**config.mk**
```make
export PLATFORM = sky130hd
export DESIGN_NAME = countdown_timer
export DESIGN_NICKNAME = d
export VERILOG_FILES = /design/src/rtl/clock_pkg.sv /design/src/rtl/countdown_timer_down_counter.sv /design/src/rtl/countdown_timer.sv
export SDC_FILE = /design/constraint.sdc
export NUM_CORES = 1
export LEC_CHECK = 0
export CAP_MARGIN = 5
export CORE_ASPECT_RATIO = 0.7
export CORE_MARGIN = 4
export CORE_UTILIZATION = 50
export DETAILED_ROUTE_END_ITERATION = 10
export PLACE_DENSITY = 0.88
export SYNTH_ARGS = -nofsm -noshare
export SYNTH_HDL_FRONTEND = slang
export SYNTH_SLANG_ARGS = --single-unit
```
**constraint.sdc**
```tcl
create_clock -name iClk -period 6.3 [get_ports iClk]
set_input_delay 1.26 -clock iClk [delete_from_list [all_inputs] [get_ports iClk]]
set_output_delay 1.26 -clock iClk [all_outputs]
set_load 0.1 [all_outputs]
```
**src/rtl/clock_pkg.sv**
```systemverilog
// Shared types and default moduli for the countdown timer slice.
// Latency: n/a (declarations only).
// Backpressure: n/a.
package clock_pkg;

  // Timer control states.
  typedef enum logic [1:0] {
    ST_IDLE    = 2'd0,
    ST_RUN     = 2'd1,
    ST_PAUSE   = 2'd2,
    ST_EXPIRED = 2'd3
  } state_t;

  // Default field moduli (seconds, minutes, hours).
  localparam int DEF_SEC_LIMIT  = 60;
  localparam int DEF_MIN_LIMIT  = 60;
  localparam int DEF_HOUR_LIMIT = 24;

endpackage

```
**src/rtl/countdown_timer_down_counter.sv**
```systemverilog
// DownCounter: one modulo-LIMIT field of the countdown with load clamping.
// Latency: value updates on the edge after iEn/iLoad; oBorrow/oZero are combinational.
// Backpressure: none; iEn is a strobe and every asserted cycle counts.
//
// Ports:
//   iClk, iRst   clock, async active-low reset (value -> 0)
//   iEn          decrement this field this cycle
//   iLoad        load iValue (clamped to LIMIT-1), wins over iEn
//   iValue       load value
//   oValue       registered field value
//   oBorrow      iEn while value is 0: this decrement wraps, borrow from next field
//   oZero        value is 0
module DownCounter #(
  parameter int LIMIT = 60,
  parameter int W     = 6
) (
  input  logic         iClk,
  input  logic         iRst,
  input  logic         iEn,
  input  logic         iLoad,
  input  logic [W-1:0] iValue,
  output logic [W-1:0] oValue,
  output logic         oBorrow,
  output logic         oZero
);

  localparam logic [W-1:0] MAX_VAL = W'(LIMIT - 1);

  logic [W-1:0] r_value;
  logic [W-1:0] w_load_val;

  // Out-of-range load values saturate to the top of the field.
  assign w_load_val = (32'(iValue) >= LIMIT) ? MAX_VAL : iValue;

  assign oZero   = (r_value == '0);
  assign oBorrow = iEn & oZero;
  assign oValue  = r_value;

  always_ff @(posedge iClk or negedge iRst) begin
    if (!iRst) begin
      r_value <= '0;
    end else if (iLoad) begin
      r_value <= w_load_val;
    end else if (iEn) begin
      r_value <= oZero ? MAX_VAL : (r_value - 1'b1);
    end
  end

endmodule

```
**src/rtl/countdown_timer.sv**
```systemverilog
// countdown_timer: hh:mm:ss down-counter with IDLE/RUN/PAUSE/EXPIRED control.
// Latency: count, state flags and oDone update on the edge after the request/tick.
// Backpressure: none; every iTick cycle in RUN decrements, requests resolve same cycle.
//
// Ports:
//   iClk, iRst            clock, async active-low reset
//   iTick                 count-enable strobe (1 Hz in system)
//   iLoad, iHour/iMin/iSec load count (clamped per field), go IDLE
//   iStart, iStop         run / pause-or-acknowledge requests
//   oHour/oMin/oSec       registered count
//   oRunning              high in RUN
//   oDone                 one-cycle pulse when the count reaches 00:00:00
//   oAlarm                latched expiry; only live when COUNTDOWN_ALARM_EN is defined,
//                         otherwise tied 0
module countdown_timer
  import clock_pkg::*;
#(
  parameter int SEC_LIMIT  = DEF_SEC_LIMIT,
  parameter int MIN_LIMIT  = DEF_MIN_LIMIT,
  parameter int HOUR_LIMIT = DEF_HOUR_LIMIT
) (
  input  logic       iClk,
  input  logic       iRst,
  input  logic       iTick,
  input  logic       iLoad,
  input  logic [5:0] iSec,
  input  logic [5:0] iMin,
  input  logic [4:0] iHour,
  input  logic       iStart,
  input  logic       iStop,
  output logic [5:0] oSec,
  output logic [5:0] oMin,
  output logic [4:0] oHour,
  output logic       oRunning,
  output logic       oDone,
  output logic       oAlarm
);

  state_t r_state;
  state_t w_state_nxt;
  logic   r_running;
  logic   r_done;

  logic [5:0] w_sec;
  logic [5:0] w_min;
  logic [4:0] w_hour;
  logic       w_sec_borrow, w_min_borrow, w_hour_borrow;
  logic       w_sec_zero, w_min_zero, w_hour_zero;
  logic       w_all_zero;
  logic       w_dec;
  logic       w_expire;

  assign w_all_zero = w_sec_zero & w_min_zero & w_hour_zero;

  // A tick only counts in RUN when no higher-priority request is present.
  // The all-zero guard keeps the chain from ever wrapping out of 00:00:00.
  assign w_dec = (r_state == ST_RUN) & iTick & ~iLoad & ~iStop & ~w_all_zero;

  // The decrement that lands on 00:00:00 is the one taken from 00:00:01.
  assign w_expire = w_dec & (w_sec == 6'd1) & w_min_zero & w_hour_zero;

  DownCounter #(.LIMIT(SEC_LIMIT), .W(6)) u_sec (
    .iClk    (iClk),
    .iRst    (iRst),
    .iEn     (w_dec),
    .iLoad   (iLoad),
    .iValue  (iSec),
    .oValue  (w_sec),
    .oBorrow (w_sec_borrow),
    .oZero   (w_sec_zero)
  );

  DownCounter #(.LIMIT(MIN_LIMIT), .W(6)) u_min (
    .iClk    (iClk),
    .iRst    (iRst),
    .iEn     (w_sec_borrow),
    .iLoad   (iLoad),
    .iValue  (iMin),
    .oValue  (w_min),
    .oBorrow (w_min_borrow),
    .oZero   (w_min_zero)
  );

  DownCounter #(.LIMIT(HOUR_LIMIT), .W(5)) u_hour (
    .iClk    (iClk),
    .iRst    (iRst),
    .iEn     (w_min_borrow),
    .iLoad   (iLoad),
    .iValue  (iHour),
    .oValue  (w_hour),
    .oBorrow (w_hour_borrow),
    .oZero   (w_hour_zero)
  );

  // An hour borrow would mean wrapping below zero; the w_dec guard rules it out.
  a_no_wrap : assert property (@(posedge iClk) disable iff (!iRst) !w_hour_borrow);

  always_comb begin
    w_state_nxt = r_state;
    if (iLoad) begin
      w_state_nxt = ST_IDLE;
    end else begin
      case (r_state)
        ST_IDLE, ST_PAUSE: begin
          // A start on a zero count is dropped: nothing to run, nothing to expire.
          if (iStart && !w_all_zero) w_state_nxt = ST_RUN;
        end
        ST_RUN: begin
          if (iStop)         w_state_nxt = ST_PAUSE;
          else if (w_expire) w_state_nxt = ST_EXPIRED;
        end
        ST_EXPIRED: begin
          if (iStop) w_state_nxt = ST_IDLE;
        end
        default: w_state_nxt = ST_IDLE;
      endcase
    end
  end

  always_ff @(posedge iClk or negedge iRst) begin
    if (!iRst) begin
      r_state   <= ST_IDLE;
      r_running <= 1'b0;
      r_done    <= 1'b0;
    end else begin
      r_state   <= w_state_nxt;
      r_running <= (w_state_nxt == ST_RUN);
      r_done    <= w_expire;
    end
  end

`ifdef COUNTDOWN_ALARM_EN
  logic r_alarm;

  always_ff @(posedge iClk or negedge iRst) begin
    if (!iRst) begin
      r_alarm <= 1'b0;
    end else if (iLoad || iStop) begin
      r_alarm <= 1'b0;
    end else if (w_expire) begin
      r_alarm <= 1'b1;
    end
  end

  assign oAlarm = r_alarm;
`else
  assign oAlarm = 1'b0;
`endif

  assign oSec     = w_sec;
  assign oMin     = w_min;
  assign oHour    = w_hour;
  assign oRunning = r_running;
  assign oDone    = r_done;

endmodule

```
======== Word level (Yosys, flattened, before mapping) ========
Index checks and enable logic that the tools add are counted.
word-level totals
  bits in registers ....................... 21
  bits of input ports ..................... 23
  output and inout bits ................... 20
  word-level logic and storage cells ...... 59
operators by class
  $add $sub $neg .......................... 3
  $lt $le $gt $ge ......................... 3
  equality and inequality tests ........... 5
  multiplexer cells ....................... 18
  bitwise operators ....................... 14
  reduce and logical (&&, ||, !) cells .... 10
operator list
  cell                                                 number
  two-way mux 6 bit                                    8
  two-way mux 5 bit                                    4
  >= comparator 6 bit, second input constant           2
  zero test 6 bit                                      2
  subtractor 6 x 1 -> 6 bit, second input constant     2
  AND 1 bit                                            11
  two-way mux 2 bit                                    5
  equality test 6 x 1 -> 1 bit, second input constant  1
  case mux 2 bit (3 select lines)                      1
  nonzero test 2 bit                                   3
  >= comparator 5 bit, second input constant           1
  zero test 5 bit                                      1
  subtractor 5 x 1 -> 5 bit, second input constant     1
  equality test 2 x 1 -> 1 bit, second input constant  2
  equality test 2 bit, second input constant           2
  inverter 1 bit                                       3
  zero test 2 bit                                      1
  OR reduction 2 bit                                   1
  logical AND 1 bit                                    1
  zero test 1 bit                                      1

======== Depth between registers and ports, before layout ========
Gate-level depths: netlist of run 1.
  depth after elaboration ................. 13
  depth in mapped cells ................... 7

======== Modules after synthesis ========
Synthesis of run 1 repeated with hierarchy kept, for this count alone.
unflattened totals
  cells, all modules ...................... 159
  area total of the unflattened synthesis .. 1410.1 um^2
by module, submodules not included
  module                 times used  cells each  area an instance (um^2)  seq. area each (um^2)
  DownCounter at u_min   1           49          427.9                    150.1
  DownCounter at u_sec   1           51          426.7                    150.1
  DownCounter at u_hour  1           36          315.3                    125.1
  countdown_timer        1           23          240.2                    100.1

======== Worst setup path after synthesis of run 1 ========
Ideal clock, no wire load.
  path type ............................... input to register
  from .................................... input iStop
  to ...................................... register u_min.r_value[5] (netlist: u_min.oValue[5])
  arrival time ............................ 2485 ps
  data required time ...................... 6200 ps
  setup slack ............................. 3715 ps
  cell stages on the path ................. 5
  cells stage by stage .................... nor3b_1 nand4_1 nor2_1 a211oi_1 a311oi_1
between the ends
  word-level cells in the longest chain between the ends .. 5
ends and longest elaborated chain
  item                          line                                RTL
  from (decl)                   countdown_timer.sv:30               input logic iStop,
  inverter 1 bit                countdown_timer.sv:57               assign w_dec = (r_state == ST_RUN) & iTick & ~iLoad & ~iStop & ~w_all_zero;
  AND 1 bit (2 in a row)        countdown_timer.sv:57
  AND 1 bit                     countdown_timer_down_counter.sv:36  assign oBorrow = iEn & oZero;
  nonzero test 2 bit (no line)  --
  to (signal assigned)          countdown_timer_down_counter.sv:43  r_value <= w_load_val;
  to (signal assigned)          countdown_timer_down_counter.sv:45  r_value <= oZero ? MAX_VAL : (r_value - 1'b1);
  to (decl)                     countdown_timer_down_counter.sv:29  logic [W-1:0] r_value;
No other way between the ends.
A chain may end at the register's enable or synchronous reset.

======== Worst setup path after layout of run 1 ========
  from .................................... register u_sec.r_value[3] (netlist: u_sec.oValue[3])
  to ...................................... output oSec[3]
RTL lines
  item                    line                                RTL
  from (decl)             countdown_timer_down_counter.sv:29
  from (signal assigned)  countdown_timer_down_counter.sv:43
  from (signal assigned)  countdown_timer_down_counter.sv:45
  to (decl)               countdown_timer.sv:31               output logic [5:0] oSec,
No word-level cell between the ends.

==> impl_metrics.env, run 1 <==
export IMPL_path_clk_slew_ns=0.07
export IMPL_swShare=0.428
export IMPL_worstSetupPathType="reg -> out"
export IMPL_hold_class="reg -> reg"
export IMPL_num_vias=1410
export IMPL_synth_nets=195
export IMPL_ys_seq_area_frac=0.366
export IMPL_cts_tree="built"
export IMPL_yosysWarnings=0
export IMPL_topRoutingLayerUsed="met4"
export IMPL_critPathRequiredTime_ns=5.04
export IMPL_num_fill_cells=188
export IMPL_tns_ns=0
export IMPL_antenna_found_initial=0
export IMPL_io_pins=43
export IMPL_die_w_um=72.1
export IMPL_antenna_left=0
export IMPL_final_setup_viol_count=0
export IMPL_overflow=0
export IMPL_wl_mm=3.79
export IMPL_seq_area_um2=526
export IMPL_grt_use_total=0.223
export IMPL_cts_max_path_buffers=2
export IMPL_synth_seq_cells=21
export IMPL_htree_levels=1
export IMPL_ir_drop_uv=131
export IMPL_synth_top_area_cell="dfrtp_1"
export IMPL_grt_max_degree=38
export IMPL_crit_buf_inv=1
export IMPL_grt_first_pass_wirelength_mm=6.60
export IMPL_cts_num_sinks=21
export IMPL_clock_skew_final_ns=0.00407
export IMPL_start_kind="flip-flop"
export IMPL_drt_met1_wl_mm=1.71
export IMPL_p_total_uw=427
export IMPL_gp_congestion=0.891
export IMPL_p_comb_frac=0.414
export IMPL_core_area_um2=2590
export IMPL_ys_types=46
export IMPL_p_int_uw=244
export IMPL_dr_wl_met3_um=254
export IMPL_layout_min_cycle_time_ns=3.19
export IMPL_wl_per_cell_um=15.8
export IMPL_syn2layout_area_growth_pct=33.5
export IMPL_avgSynthCellArea_um2=8.71
export IMPL_nets=237
export IMPL_initial_core_util=0.555
export IMPL_max_stage_delay_ns=1.18
export IMPL_numCtsBuffers=3
export IMPL_critical_path_max_fanout=6
export IMPL_multi_input_area_um2=842
export IMPL_cts_hold_buf=0
export IMPL_worst_path_max_delay_cell="clkdlybuf4s50_1"
export IMPL_p_sw_uw=183
export IMPL_p_seq_frac=0.382
export IMPL_wl_met2_mm=1.79
export IMPL_synth_ff_type="dfrtp_1"
export IMPL_drv_cap=0
export IMPL_critical_path_top_delay_family="buffers and inverters"
export IMPL_cp_arrival_ns=1.93
export IMPL_syn_inst=165
export IMPL_clockRootBuffer="clkbuf_8"
export IMPL_leakagePower_nw=0.802
export IMPL_final_period_utilization=0.506
export IMPL_synth_edff_count=0
export IMPL_drtIter0Drc=114
export IMPL_rows=15
export IMPL_via_per_inst=5.88
export IMPL_synth_top_area_share=0.366
export IMPL_drc=0
export IMPL_finalHoldViolations=0
export IMPL_cts_setup_buffers=0
export IMPL_dr_pass1_iters=4
export IMPL_drive_gt1_frac=0.0777
export IMPL_worstMarginPinSlew_ns=0.988
export IMPL_first_global_vias=1424
export IMPL_clockPowerShare=0.204
export IMPL_num_antenna_cells=0
export IMPL_io_buffers=41
export IMPL_drv_slew=0
export IMPL_power_density_nw_per_um2=223
export IMPL_fp_dieH_um=52.8
export IMPL_cts_resized=0
export IMPL_path_cells="clkdlybuf4s50_1"
export IMPL_synth_area_leaders="dfrtp_1 37%, ha_1 6.1%, nand2_1 3.9%, a21oi_1 3.8%, nor3_1 3.8%"
export IMPL_async_flop_share=1.00
export IMPL_worst_setup_path_end_kind="primary output"
export IMPL_die_area_um2=3810
export IMPL_post_dp_hpwl_mm=3.01
export IMPL_status="completed"
export IMPL_relSlewSlack=0.339
export IMPL_synth_area_um2=1440
export IMPL_max_freq_ghz=0.314
export IMPL_clock_latency_ns=0.26
export IMPL_rsz0062_at_grt="false"
==> cells in the mapped netlist, types with 2 or more instances <==
library cell,number
a21o_1,3
a21oi_1,11
a311oi_1,3
a31o_2,3
and4_1,2
clkbuf_1,3
dfrtp_1,21
ha_1,7
inv_1,12
mux2i_1,2
nand2_1,15
nand2b_1,2
nand3_1,5
nand4_1,2
nor2_1,9
nor2_2,2
nor2b_1,3
nor3_1,11
nor3b_1,4
nor4_1,2
o21a_1,2
o21ai_0,9
o22a_1,3
o31ai_1,2
or2_2,3
or3_1,2
xnor2_1,2
xor2_1,2
==> sequential cells by signal (all words and copies together) (netlist names) <==
| name | cells |
|---|---|
| u_min.oValue | 6 |
| u_sec.oValue | 6 |
| u_hour.oValue | 5 |
| r_state | 2 |
| oDone | 1 |
| oRunning | 1 |
==> stage by stage <==
stage,cells,hold slack (ns),area (um2),setup slack (ns),utilization
after CTS,240,0.568,1920,3.10,0.741
after floorplan,165,0.549,1440,3.72,-
after detailed placement,236,0.553,1870,2.90,0.723
after global placement,236,0.553,1870,3.07,0.723
final,240,0.575,1920,3.11,0.741
after global routing,240,0.617,1920,2.88,0.741
==> cell type report <==
type	instances	share of cell area
inverter	12	0.0235
timing repair buffer	42	0.218
multi-input combinational	127	0.439
clock buffer	4	0.0235
sequential	21	0.274
tap	34	0.0222
==> power groups by stage <==
stage	logic [mW]	registers [mW]	clock network [mW]
2_1_floorplan	0.0458	0.243	0
3_3_place_gp	0.173	0.165	0
3_5_place_dp	0.177	0.166	0
4_1_cts	0.177	0.163	0.0900
5_1_grt	0.187	0.166	0.0956
6_report	0.177	0.163	0.0870
==> cell usage in the layout, fill, tap and decap left out, drive strengths merged, types with 2 or more instances in the layout <==
cell / instances
ha: 7
and4: 2
or4b: 2
a21o: 3
a31o: 3
xor2: 2
a311oi: 3
nor3: 12
mux2i: 2
nor2b: 3
nor2: 11
clkbuf: 4
nand2: 15
o22a: 3
dfrtp: 21
or2: 3
xnor2: 2
o31ai: 2
or3: 2
clkdlybuf4s50: 41
o21a: 2
inv: 12
o21ai: 9
nand2b: 2
nor3b: 4
nand4: 2
a21oi: 11
nor4: 3
nand3: 5
==> metal layers <==
layer,up-vias,global-route usage
met2,60,0.366
li1,685,-
met4,0,0.0594
met1,661,0.298
met3,4,0.0479
met5,-,0
==> logic make-up (layout without fill, tap and decap cells) <==
| family | count (synthesis) | in the layout | share of synthesized area |
|---|---|---|---|
| buf+inv | 17 | 58 | 0.0479 |
| compound gates | 43 | 43 | 0.203 |
| simple gates | 70 | 70 | 0.281 |
| xor+xnor | 4 | 4 | 0.0244 |
| flops | 21 | 21 | 0.366 |
| fa+ha+maj | 7 | 7 | 0.0610 |
| other cells | 1 | 1 | 0.00261 |
| mux | 2 | 2 | 0.0139 |
==> worst paths after layout <==
check | start | to | slack [ns] | cells after the start
max in group asynchronous | iRst | u_sec.oValue[5] | 4.16 | 1
setup / recovery | u_sec.oValue[3] | oSec[3] | 3.11 | 1
setup reg to reg | u_min.oValue[0] | oRunning | 3.92 | 7
hold / removal | u_sec.oValue[0] | u_sec.oValue[0] | 0.58 | 1
hold reg to reg | u_sec.oValue[0] | u_sec.oValue[0] | 0.58 | 1
min in group asynchronous | iRst | u_sec.oValue[1] | 1.54 | 1
Note: power is estimated with default switching activity, not from simulation.
==> run 2, diff against run 1 <==
--- a/config.mk
+++ b/config.mk
@@ -8,9 +8,9 @@
 export CAP_MARGIN = 5
 export CORE_ASPECT_RATIO = 0.7
 export CORE_MARGIN = 4
-export CORE_UTILIZATION = 50
+export CORE_UTILIZATION = 42
 export DETAILED_ROUTE_END_ITERATION = 10
-export PLACE_DENSITY = 0.88
+export PLACE_DENSITY = 0.79
 export SYNTH_ARGS = -nofsm -noshare
 export SYNTH_HDL_FRONTEND = slang
 export SYNTH_SLANG_ARGS = --single-unit
==> constraint.sdc (replaced) <==
create_clock -name iClk -period 2.8 [get_ports iClk]
set_input_delay 0.56 -clock iClk [delete_from_list [all_inputs] [get_ports iClk]]
set_output_delay 0.56 -clock iClk [all_outputs]
set_load 0.1 [all_outputs]
==> run 2 against run 1 <==
Compared with the run above:
- routed wire length rose by 0.98%
- die area rose by 16%
- utilization fell by 15 points
- worst hold slack improved by 0.0036 ns
- clock skew fell by 0.00058 ns
- cell count rose by 6.3%
- clock-buffer cell count did not move
- total power rose by 130%
- worst setup slack got worse by 2.8 ns
- clock power rose by 140%
- combinational power rose by 120%
- highest routed layer unchanged
==> impl_metrics.env, run 2 (synthesis results as in run 1) <==
export IMPL_first_global_vias=1361
export IMPL_hold_class="reg -> reg"
export IMPL_num_antenna_cells=0
export IMPL_clock_latency_ns=0.26
export IMPL_finalHoldViolations=0
export IMPL_fin_cells=255
export IMPL_dp_cells=251
export IMPL_numCtsBuffers=3
export IMPL_final_setup_viol_count=0
export IMPL_die_w_um=77.9
export IMPL_num_vias=1434
export IMPL_antenna_found_initial=0
export IMPL_grt_max_degree=36
export IMPL_grt_first_pass_wirelength_mm=6.32
export IMPL_drv_slew=0
export IMPL_cts_resized=0
export IMPL_path_cells="clkdlybuf4s50_1 -> nor3b_1 -> nand4_1 -> nor2_1 -> a211oi_1 -> a311oi_1"
export IMPL_critical_path_max_fanout=5
export IMPL_power_density_nw_per_um2=506
export IMPL_drc=0
export IMPL_grt_use_total=0.174
export IMPL_drive_gt1_frac=0.178
export IMPL_rsz0062_at_grt="false"
export IMPL_cts_num_sinks=21
export IMPL_dr_pass1_iters=5
export IMPL_initial_core_util=0.447
export IMPL_cts_max_path_buffers=2
export IMPL_syn2layout_area_growth_pct=32.4
export IMPL_wl_per_cell_um=15.0
export IMPL_crit_buf_inv=1
export IMPL_antenna_left=0
export IMPL_path_clk_slew_ns=0.08
export IMPL_leakagePower_nw=0.831
export IMPL_cts_tree="built"
export IMPL_max_stage_delay_ns=0.55
export IMPL_worstMarginPinSlew_ns=0.651
export IMPL_ir_drop_uv=327
export IMPL_io_buffers=41
export IMPL_htree_levels=1
export IMPL_nets=239
export IMPL_via_per_inst=5.62
export IMPL_overflow=0
export IMPL_drtIter0Drc=67
export IMPL_relSlewSlack=0.560
export IMPL_fp_dieH_um=56.9
export IMPL_critical_path_top_delay_family="simple AND/OR/NAND/NOR gates"
export IMPL_worst_setup_path_end_kind="flip-flop"
export IMPL_mostFrequentLayoutCells="22 x clkdlybuf4s50_1, 22 x buf_4, 21 x dfrtp_1"
export IMPL_status="completed"
export IMPL_die_area_um2=4430
export IMPL_core_area_um2=3210
export IMPL_cts_setup_buffers=0
export IMPL_layout_min_cycle_time_ns=2.45
export IMPL_tns_ns=0
export IMPL_drv_cap=0
export IMPL_max_freq_ghz=0.408
export IMPL_clockRootBuffer="clkbuf_8"
export IMPL_io_pins=43
export IMPL_wl_mm=3.83
export IMPL_cp_arrival_ns=2.61
export IMPL_gp_congestion=0.914
export IMPL_clock_skew_final_ns=0.00349
export IMPL_rows=17
export IMPL_worst_path_max_delay_cell="nor3b_1"
export IMPL_critPathRequiredTime_ns=2.96
export IMPL_post_dp_hpwl_mm=2.98
export IMPL_worstSetupPathType="in -> reg"
export IMPL_start_kind="primary input"
export IMPL_final_period_utilization=0.876
export IMPL_cts_hold_buf=0
-- run 2: cell types whose count changed in the layout (fill, tap and decap cells not counted), sizes merged --
| cell | before | now |
|---|---|---|
| buf | 1 | 22 |
| clkdlybuf4s50 | 41 | 22 |
-- run 2: layout make-up --
| cell class | count | area [um2] |
|---|---|---|
| timing repair buffer | 44 | 385 |
| multi-input combinational | 127 | 842 |
| clock buffer | 4 | 45.0 |
| sequential | 21 | 526 |
| tap | 47 | 58.8 |
| fill | 291 | 1310 |
| inverter | 12 | 45.0 |
-- run 2: path summary, 6_finish.rpt --
path | start | depth (start not counted) | slack (ns) | end
worst max register to register | u_hour.oValue[0] | 7 | 0.54 | r_state[1]
min in group asynchronous | iRst | 2 | 0.65 | r_state[0]
worst min-delay path | u_min.oValue[5] | 1 | 0.58 | u_min.oValue[5]
worst min register to register | u_min.oValue[5] | 1 | 0.58 | u_min.oValue[5]
worst max-delay path | iStop | 6 | 0.35 | u_min.oValue[5]
max in group asynchronous | iRst | 2 | 1.93 | u_hour.oValue[4]
-- run 2: through the flow --
stage | setup slack (ns) | power, mW | util | cell area [um2] | hold WS [ns]
floorplan | 0.262 | 0.650 | - | 1440 | 0.264
CTS | 0.389 | 0.966 | 0.592 | 1900 | 0.578
global route | 0.153 | 1.01 | 0.592 | 1900 | 0.595
finish | 0.348 | 0.962 | 0.592 | 1900 | 0.579
global placement | 0.328 | 0.755 | 0.578 | 1860 | 0.536
detailed placement | 0.122 | 0.763 | 0.578 | 1860 | 0.566
-- run 2: per-layer routing --
metal / share of wire / GRT usage / vias up
met4: 0.0063 / 0.0224 / 0
li1: - / - / 690
met2: 0.46 / 0.289 / 54
met1: 0.47 / 0.239 / 684
met3: 0.066 / 0.0410 / 6
met5: 0 / 0 / -
-- run 2: worst reg2reg max path, stage by stage, from the launching register on --
cell     delay, ns
dfrtp_1       0.40
inv_1         0.13
ha_1          0.19
or4b_4        0.51
nor2_2        0.12
or4b_1        0.50
o21a_1        0.14
nor3_1        0.19
-- run 2: report_power, final --
part	internal, mW	leakage, nW	switching [mW]
Clock	0.101	0.0228	0.103
Combinational	0.111	0.558	0.278
Sequential	0.329	0.251	0.0387
Total	0.542	0.831	0.420
==> run 3, diff against run 2 <==
--- a/config.mk
+++ b/config.mk
@@ -8,9 +8,9 @@
 export CAP_MARGIN = 5
 export CORE_ASPECT_RATIO = 0.7
 export CORE_MARGIN = 4
-export CORE_UTILIZATION = 42
+export CORE_UTILIZATION = 50
 export DETAILED_ROUTE_END_ITERATION = 10
-export PLACE_DENSITY = 0.79
+export PLACE_DENSITY = 0.88
 export SYNTH_ARGS = -nofsm -noshare
 export SYNTH_HDL_FRONTEND = slang
 export SYNTH_SLANG_ARGS = --single-unit
==> constraint.sdc (replaced) <==
create_clock -name iClk -period 2.85 [get_ports iClk]
set_input_delay 0.57 -clock iClk [delete_from_list [all_inputs] [get_ports iClk]]
set_output_delay 0.57 -clock iClk [all_outputs]
set_load 0.1 [all_outputs]
==> run 3 against run 2 <==
Compared with the run above:
- die area down 14%
- critical path type is now reg -> reg
- clock skew fell by 0.0025 ns
- design area fell by 0.46%
- global-route usage is 5.9 points higher
- cell count is 4.7% lower
- total power fell by 0.63%
- clock-buffer cell count stayed put
- clock power hardly changed
- non-clock buffer count is 1 higher
- critical endpoint is now oRunning
- via count is 0.91% higher
==> impl_metrics.env, run 3 (synthesis results as in run 1) <==
export IMPL_grt_use_total=0.233
export IMPL_rows=15
export IMPL_worstSetupPathType="reg -> reg"
export IMPL_overflow=0
export IMPL_gp_congestion=0.874
export IMPL_final_period_utilization=0.830
export IMPL_start_kind="flip-flop"
export IMPL_drv_slew=0
export IMPL_path_clk_slew_ns=0.08
export IMPL_swShare=0.441
export IMPL_dr_pass1_iters=4
export IMPL_clock_latency_ns=0.27
export IMPL_clock_skew_final_ns=0.00100
export IMPL_critPathRequiredTime_ns=3.00
export IMPL_hold_class="reg -> reg"
export IMPL_drv_cap=0
export IMPL_grt_first_pass_wirelength_mm=6.74
export IMPL_cts_num_sinks=21
export IMPL_worstMarginPinSlew_ns=0.611
export IMPL_leakagePower_nw=0.836
export IMPL_cts_hold_buf=0
export IMPL_ir_drop_uv=309
export IMPL_drtIter0Drc=117
export IMPL_max_freq_ghz=0.423
export IMPL_final_setup_viol_count=0
export IMPL_post_dp_hpwl_mm=3.11
export IMPL_p_seq_frac=0.380
export IMPL_mostFrequentLayoutCells="23 x buf_4, 22 x clkdlybuf4s50_1, 21 x dfrtp_1"
export IMPL_io_buffers=41
export IMPL_htree_levels=1
export IMPL_antenna_left=0
export IMPL_wl_per_cell_um=16.7
export IMPL_clockRootBuffer="clkbuf_8"
export IMPL_relSlewSlack=0.587
export IMPL_cts_tree="built"
export IMPL_holdWs_ns=0.571
export IMPL_clockPowerShare=0.214
export IMPL_core_area_um2=2590
export IMPL_initial_core_util=0.555
export IMPL_final_common_cell="buf_4"
export IMPL_drive_gt1_frac=0.182
export IMPL_cp_arrival_ns=2.51
export IMPL_finalHoldViolations=0
export IMPL_p_comb_frac=0.406
export IMPL_num_vias=1447
export IMPL_first_global_vias=1429
export IMPL_rsz0062_at_grt="false"
export IMPL_p_int_uw=534
export IMPL_p_sw_uw=421
export IMPL_drc=0
export IMPL_syn2layout_area_growth_pct=31.8
export IMPL_tns_ns=0
export IMPL_power_density_nw_per_um2=505
export IMPL_wl_mm=4.07
export IMPL_die_area_um2=3810
export IMPL_critical_path_max_fanout=6
export IMPL_io_pins=43
export IMPL_antenna_found_initial=0
export IMPL_cts_resized=0
export IMPL_cts_setup_buffers=0
export IMPL_num_antenna_cells=0
export IMPL_status="completed"
export IMPL_worst_setup_path_end_kind="flip-flop"
export IMPL_fp_dieH_um=52.8
export IMPL_num_fill_cells=204
export IMPL_layout_min_cycle_time_ns=2.37
export IMPL_multi_input_area_um2=842
export IMPL_grt_max_degree=22
export IMPL_numCtsBuffers=3
export IMPL_nets=240
export IMPL_via_per_inst=5.95
export IMPL_die_w_um=72.1
export IMPL_cts_max_path_buffers=2
export IMPL_seq_area_um2=526
run 3: cell count changes in the layout (fill, tap and decap cells not counted), sizes merged:
cell,previous run,this run
buf,22,23
run 3: area by class of cell:
cell class                 instances  share of cell area
tap                               34              0.0225
sequential                        21               0.278
inverter                          12              0.0238
clock buffer                       4              0.0238
multi-input combinational        127               0.445
timing repair buffer              45               0.208
run 3: worst paths after layout:
kind | from | end | slack, ns | cells after the start
max in group asynchronous | iRst | u_sec.oValue[3] | 2.00 | 2
min in group asynchronous | iRst | u_sec.oValue[0] | 0.63 | 2
max | u_min.oValue[0] | oRunning | 0.48 | 7
min reg2reg | u_min.oValue[0] | u_min.oValue[0] | 0.57 | 1
min | u_min.oValue[0] | u_min.oValue[0] | 0.57 | 1
max reg2reg | u_min.oValue[0] | oRunning | 0.48 | 7
run 3: metrics by stage:
stage | setup slack (ns) | util | cells | power [mW] | area (um2)
floorplan | 0.312 | - | 165 | 0.639 | 1440
global placement | 0.522 | 0.714 | 239 | 0.743 | 1850
detailed placement | 0.398 | 0.714 | 239 | 0.753 | 1850
CTS | 0.594 | 0.731 | 243 | 0.953 | 1890
global route | 0.329 | 0.731 | 243 | 0.994 | 1890
finish | 0.485 | 0.731 | 243 | 0.955 | 1890
run 3: power by group through the flow:
stage	combinational (mW)	clock (mW)	sequential (mW)
floorplan	0.101	0	0.537
global placement	0.378	0	0.365
detailed placement	0.386	0	0.367
CTS	0.388	0.204	0.361
global route	0.408	0.219	0.367
finish	0.388	0.204	0.363
run 3: worst max-delay path, cell delays in order, from the launching register on:
cell,delay [ns]
dfrtp_1,0.43
inv_1,0.10
ha_1,0.16
nor3b_1,0.47
nand2_1,0.31
nor4_1,0.54
nand2b_1,0.17
a21oi_1,0.06
run 3: routing by layer:
| metal | up-vias | GRT usage | wire length [um] |
|---|---|---|---|
| met5 | - | 0 | 0 |
| met4 | 0 | 0.0875 | 73 |
| met3 | 7 | 0.0517 | 244 |
| met2 | 60 | 0.382 | 1940 |
| met1 | 688 | 0.302 | 1810 |
| li1 | 692 | - | - |
